File: src/rtl/binary_mul_12_1_bi.sv
// binary_mul_12_1_bi: fully pipelined 12x12 signed multiplier.
// Input register, eleven shift-add stages and an output register give
// thirteen register stages in total. The last partial product (B[11]) is
// subtracted so that the two's-complement multiplier weight -2^11 is
// honoured. Sums are kept modulo 2^23, which is exactly the width of P.
module binary_mul_12_1_bi (
  input  logic        clk,
  input  logic        rst_n,
  input  logic        en,
  input  logic [11:0] A,
  input  logic [11:0] B,
  output logic [22:0] P
);

  // Sign-extended multiplicand shifted to weight 2^sh when the multiplier bit is set.
  function automatic logic [22:0] pp(input logic [11:0] a, input logic bit_i,
                                     input int unsigned sh);
    logic [22:0] ext;
    ext = {{11{a[11]}}, a};
    return bit_i ? (ext << sh) : '0;
  endfunction

  logic [11:0] a0_q, b0_q;
  logic [22:0] s11_d, s11_q;
  logic [22:0] p_q;

  // Input register stage: capture operands.
  always_ff @(posedge clk) begin
    if (rst_n) begin
      a0_q <= '0;
      b0_q <= '0;
    end else if (en) begin
      a0_q <= A;
      b0_q <= B;
    end
  end

  // Stage k holds the partial sum of products 0..k and the multiplier bits
  // B[11:k+1] still to be consumed, so each stage's B register shrinks by one bit.
  for (genvar k = 1; k <= 10; k++) begin : g_stg
    logic [22:0]   s_d, s_q;
    logic [11:0]   a_d, a_q;
    logic [10-k:0] b_d, b_q;

    if (k == 1) begin : g_first
      // First adding stage folds in partial products 0 and 1.
      always_comb begin
        s_d = pp(a0_q, b0_q[0], 0) + pp(a0_q, b0_q[1], 1);
        a_d = a0_q;
        b_d = b0_q[11:2];
      end
    end else begin : g_mid
      // Add partial product k; the lowest carried multiplier bit is B[k].
      always_comb begin
        s_d = g_stg[k-1].s_q + pp(g_stg[k-1].a_q, g_stg[k-1].b_q[0], k);
        a_d = g_stg[k-1].a_q;
        b_d = g_stg[k-1].b_q[11-k:1];
      end
    end

    // Stage register with synchronous reset taking priority over enable.
    always_ff @(posedge clk) begin
      if (rst_n) begin
        s_q <= '0;
        a_q <= '0;
        b_q <= '0;
      end else if (en) begin
        s_q <= s_d;
        a_q <= a_d;
        b_q <= b_d;
      end
    end
  end

  // Final adding stage: the sign-bit partial product is subtracted.
  always_comb begin
    s11_d = g_stg[10].s_q - pp(g_stg[10].a_q, g_stg[10].b_q[0], 11);
  end

  // Last adding stage register.
  always_ff @(posedge clk) begin
    if (rst_n) begin
      s11_q <= '0;
    end else if (en) begin
      s11_q <= s11_d;
    end
  end

  // Output register.
  always_ff @(posedge clk) begin
    if (rst_n) begin
      p_q <= '0;
    end else if (en) begin
      p_q <= s11_q;
    end
  end

  assign P = p_q;

endmodule

File: config.mk
export PLATFORM = sky130hd
export DESIGN_NAME = binary_mul_12_1_bi
export DESIGN_NICKNAME = d
export VERILOG_FILES = /design/src/rtl/binary_mul_12_1_bi.sv
export SDC_FILE = /design/constraint.sdc
export NUM_CORES = 1
export LEC_CHECK = 0
export ABC_AREA = 1
export BUFFER_PORTS_ARGS = -buffer_cell sky130_fd_sc_hd__buf_2
export CAP_MARGIN = 20
export CORE_MARGIN = 10
export CORE_UTILIZATION = 45
export DETAILED_ROUTE_END_ITERATION = 10
export SLEW_MARGIN = 20
export SYNTH_ARGS = -nofsm -noshare
export SYNTH_HDL_FRONTEND = slang
export SYNTH_SLANG_ARGS = --single-unit
File: constraint.sdc
create_clock -name clk -period 7.5 [get_ports clk]
set_clock_uncertainty 0.1 [all_clocks]
set_input_delay 1.5 -clock clk [delete_from_list [all_inputs] [get_ports clk]]
set_output_delay 1.5 -clock clk [all_outputs]
set_load 0.02 [all_outputs]
After elaboration in Yosys (flattened, before gate mapping). Index checks and enable logic that the tools add are counted.

Magnitude comparators: 0. Reduce and logical (&&, ||, !) cells: 0. $add $sub $neg: 11. Multiplexer cells: 12. Multiply operators: 0. Equal/unequal tests: 0. Shifts and indexed selects: 0. Bitwise gates (word level): 0. Divide/modulo/power cells: 0.

Operator list (count): 23-bit 2-to-1 mux (12); 23-bit adder (10); 23-bit subtractor (1).

Memories: 0. Input bits: 27. Output and inout bits: 23. Bits in read-only memories: 0. Word-level logic and storage cells: 57. Bits in writable memories: 0. Latch bits: 0. Register bits: 475.

Longest topological paths before layout.
Depth after elaboration: 2. Mapped depth: 19. Gate-level depth less buffers: 18.

Worst setup path after synthesis. Ideal clock, no wire load.

Path kind: input to register. Start point: input port rst_n. End point: register g_stg[3].a_q[0]. Required time: 7.336 ns. Setup time: 0.064 ns. Path buffers: 4. Arrival: 2.429 ns. Path slack: 4.906 ns. Stages on the path: 7. Cells stage by stage: clkbuf_1 > inv_1 > buf_2 > buf_2 > clkbuf_1 > o21ai_0 > nor2_1.

RTL lines: start, declared (line 8) `input logic rst_n,`; end signal, assigned (line 65) `a_q <= '0;`; end signal, assigned (line 69) `a_q <= a_d;`; end, declared (line 42) `logic [11:0] a_d, a_q;`.

==> results.py <==
metrics = {
    "run_status": {
        "outcome": "finished, final reports clean",
    },
    "final_layout": {
        "final_util_pct": 50.1,
        "diodes": 0,
        "final_common_cell": "nor2_1",
        "drive_gt1_share_pct": 4.58,
        "area_delta_synth_final_pct": 9.68,
        "layout_common_cells": "nor2_1, nand2_1, inv_1",
        "nets": 4207,
    },
    "logic_synthesis": {
        "synth.area.top_cells": "dfxtp_1, nor2_1, nand2_1",
        "synth_cell_type_count": 38,
        "syn_nets": 4265,
        "synth_seq_area_share_pct": 35.8,
        "syn_inst": 4077,
        "syn_area_sq_um": 26500,
        "post_synth.cell_area_avg_sq_um": 6.51,
        "yosysTopAreaCellShare_pct": 35.8,
        "synth_largest_area_cell": "dfxtp_1",
        "ys_ff_latch": 475,
        "yosysWarningCount": 0,
    },
    "critical_path": {
        "cp-start-kind": "input pin",
        "crit_chain": "buf_8 -> buf_4 -> buf_4 -> nor2_1 -> nor2_1 -> o21ai_0 -> inv_1",
        "cp_slowest_stage_delay_ns": 0.83,
        "cp_max_fo": 110,
        "r2r-end": "g_stg[5].s_q[21]",
        "reg2reg_depth": 13,
        "worstPathArrival_ns": 3.97,
        "end_kind": "register",
        "critical_path.slowest_cell": "buf_4",
        "cp.required_ns": 7.96,
        "crit_type": "in -> reg",
        "worstReg2RegStart": "g_stg[4].b_q[0]",
        "reg2reg_setup_slack_ns": 4.70,
    },
    "placed_design": {
        "dpl.hpwl_mm": 42.7,
        "gp_congestion": 0.878,
        "io_buffer_count": 49,
    },
    "routing": {
        "drc": 0,
        "drt-initial-drc-count": 1475,
        "dr.pass1.iters": 5,
        "vias": 23600,
        "wirelength_mm": 63.1,
        "post_drt_wl_per_cell_microns": 13.1,
        "routed_via_density": 4.88,
        "ant_nets": 0,
    },
    "grt": {
        "globalRouteOverflowTotal": 0,
        "grt_pass1_vias": 21900,
        "grt_pass1_wl_mm": 108,
        "antenna_found_initial": 0,
        "grt_max_degree": 178,
        "grt_usage_pct": 17.7,
    },
    "sta": {
        "rsz0062_at_grt": "no",
        "hold_viol": 0,
        "fin_tns_setup_ns": 0,
        "worstMarginPinSlew_ns": 1.05,
        "finalCritPeriodShare_pct": 46.8,
        "setup-violations-final": 0,
        "min_period_ns": 3.51,
        "slew_violations": 0,
        "slew_headroom_pct": 29.9,
        "fmax_mhz": 285,
    },
    "clocking": {
        "cts_buffer_depth": 3,
        "ctsResizeCount": 0,
        "cts_sinks": 475,
        "numCtsBuffers": 55,
        "cts-root-buf": "clkbuf_16",
        "cts_tree": "built",
        "path_clk_slew_ns": 0.06,
        "post_cts_buffers": 0,
        "ctsHoldBuffers": 0,
        "h-tree-depth": 2,
        "clk_latency_ns": 0.63,
    },
    "floorplan": {
        "core-area_sq_um": 58000,
        "dieArea_sq_um": 69100,
        "row_count": 88,
        "die_height_microns": 263,
        "num_io_pins": 50,
        "die_w_microns": 263,
        "start_util_pct": 45.7,
    },
    "job": {
        "cap_violations": 0,
    },
    "pwr": {
        "pwr_density_cell_nw_per_um2": 221,
        "static-leakage-power_nw": 15.8,
        "power_mw": 6.42,
        "vdd_drop_max_mv": 0.208,
    },
    "hold_path": {
        "min_path_type": "reg -> reg",
        "holdPathStages": 2,
        "worstHoldEndpoint": "g_stg[1].s_q[0]",
        "worstHoldStart": "g_stg[1].s_q[0]",
    },
}
-- critical path: cells and delay by family --
| kind | cells | cell delay, ns |
|---|---|---|
| simple gates | 2 | 0.23 |
| buf+inv | 4 | 2.06 |
| compound gates | 1 | 0.10 |
-- cells by family (layout without fill, tap and decap cells) --
family / after synthesis / after routing / share of synthesized area [%]
AO/OA/AOI/OAI: 700 / 700 / 13.9
XOR/XNOR: 85 / 85 / 2.81
adder cells (fa/ha/maj): 161 / 161 / 7.90
buffers and inverters: 685 / 672 / 9.99
flip-flops: 475 / 475 / 35.8
AND/OR/NAND/NOR: 1971 / 1971 / 29.6
-- where the power goes --
| group | switching [mW] | total (mW) | internal [mW] |
|---|---|---|---|
| Clock | 1.13 | 2.89 | 1.75 |
| Combinational | 0.462 | 0.713 | 0.251 |
| Sequential | 0.128 | 2.82 | 2.69 |
| Total | 1.72 | 6.42 | 4.70 |
-- state kept, by name, summed over array words and instances, names as in the netlist --
register,count
g_stg.s_q,230
g_stg.a_q,108
g_stg.a_d,12
s11_q,23
g_stg.b_q,55
a0_q,12
b0_q,12
P,23
-- area by class of cell --
cell class | instances | area (sq um)
Fill cell | 6077 | 28900
Multi-Input combinational cell | 2917 | 14400
Sequential cell | 475 | 9510
Inverter | 511 | 1930
Clock buffer | 75 | 1570
Tap cell | 765 | 957
Clock inverter | 27 | 412
Timing Repair Buffer | 59 | 345
-- worst max-delay path by stage --
stage	from	to	slack [ns]	cells after the start
3_3_place_gp	en	g_stg[9].s_q[17]	3.34	6
5_1_grt	en	g_stg[9].s_q[18]	3.64	6
4_1_cts	en	g_stg[9].s_q[14]	3.98	7
6_report	en	g_stg[9].s_q[14]	3.99	7
3_5_place_dp	en	g_stg[10].s_q[20]	3.34	6
2_1_floorplan	rst_n	g_stg[3].a_q[0]	4.91	7
-- synthesized netlist by cell type --
cell      count
a21boi_0      7
a21o_1       15
a21oi_1     175
a21oi_2       1
a31oi_1       2
and2_1        1
buf_1        12
buf_2        42
buf_4         5
buf_6         1
clkbuf_1    114
dfxtp_1     475
fa_1         11
ha_1        150
inv_1       510
inv_2         1
nand2_1     697
nand2_2      12
nand2b_1      2
nand3_1     207
nand3_2       2
nand3b_1      4
nand4_1      19
nor2_1      989
nor2_2        6
nor2_4        2
nor3_1       21
nor4_1        1
o211ai_1     17
o21a_1        5
o21ai_0     452
o21ai_1       3
o21bai_1     19
o221ai_1      3
o31ai_1       1
or2_2         8
xnor2_1      18
xor2_1       67
-- per-layer routing --
metal	global-route usage, %	wire, microns	share of wire [%]
met1	25.6	33200	53
met2	27.5	27000	43
met3	2.24	2050	3.2
met4	3.64	838	1.3
met5	0	0	0
-- through the flow --
step	hold slack, ns	instance area (sq um)	worst slack [ns]	cells
after floorplan	0.340	26500	4.91	4077
after global placement	0.356	27100	3.34	4727
after detailed placement	0.358	27100	3.34	4727
after CTS	0.368	29100	3.98	4829
after global routing	0.397	29100	3.64	4829
final	0.368	29100	3.99	4829
No activity file was read; power rests on OpenSTA's default activity.
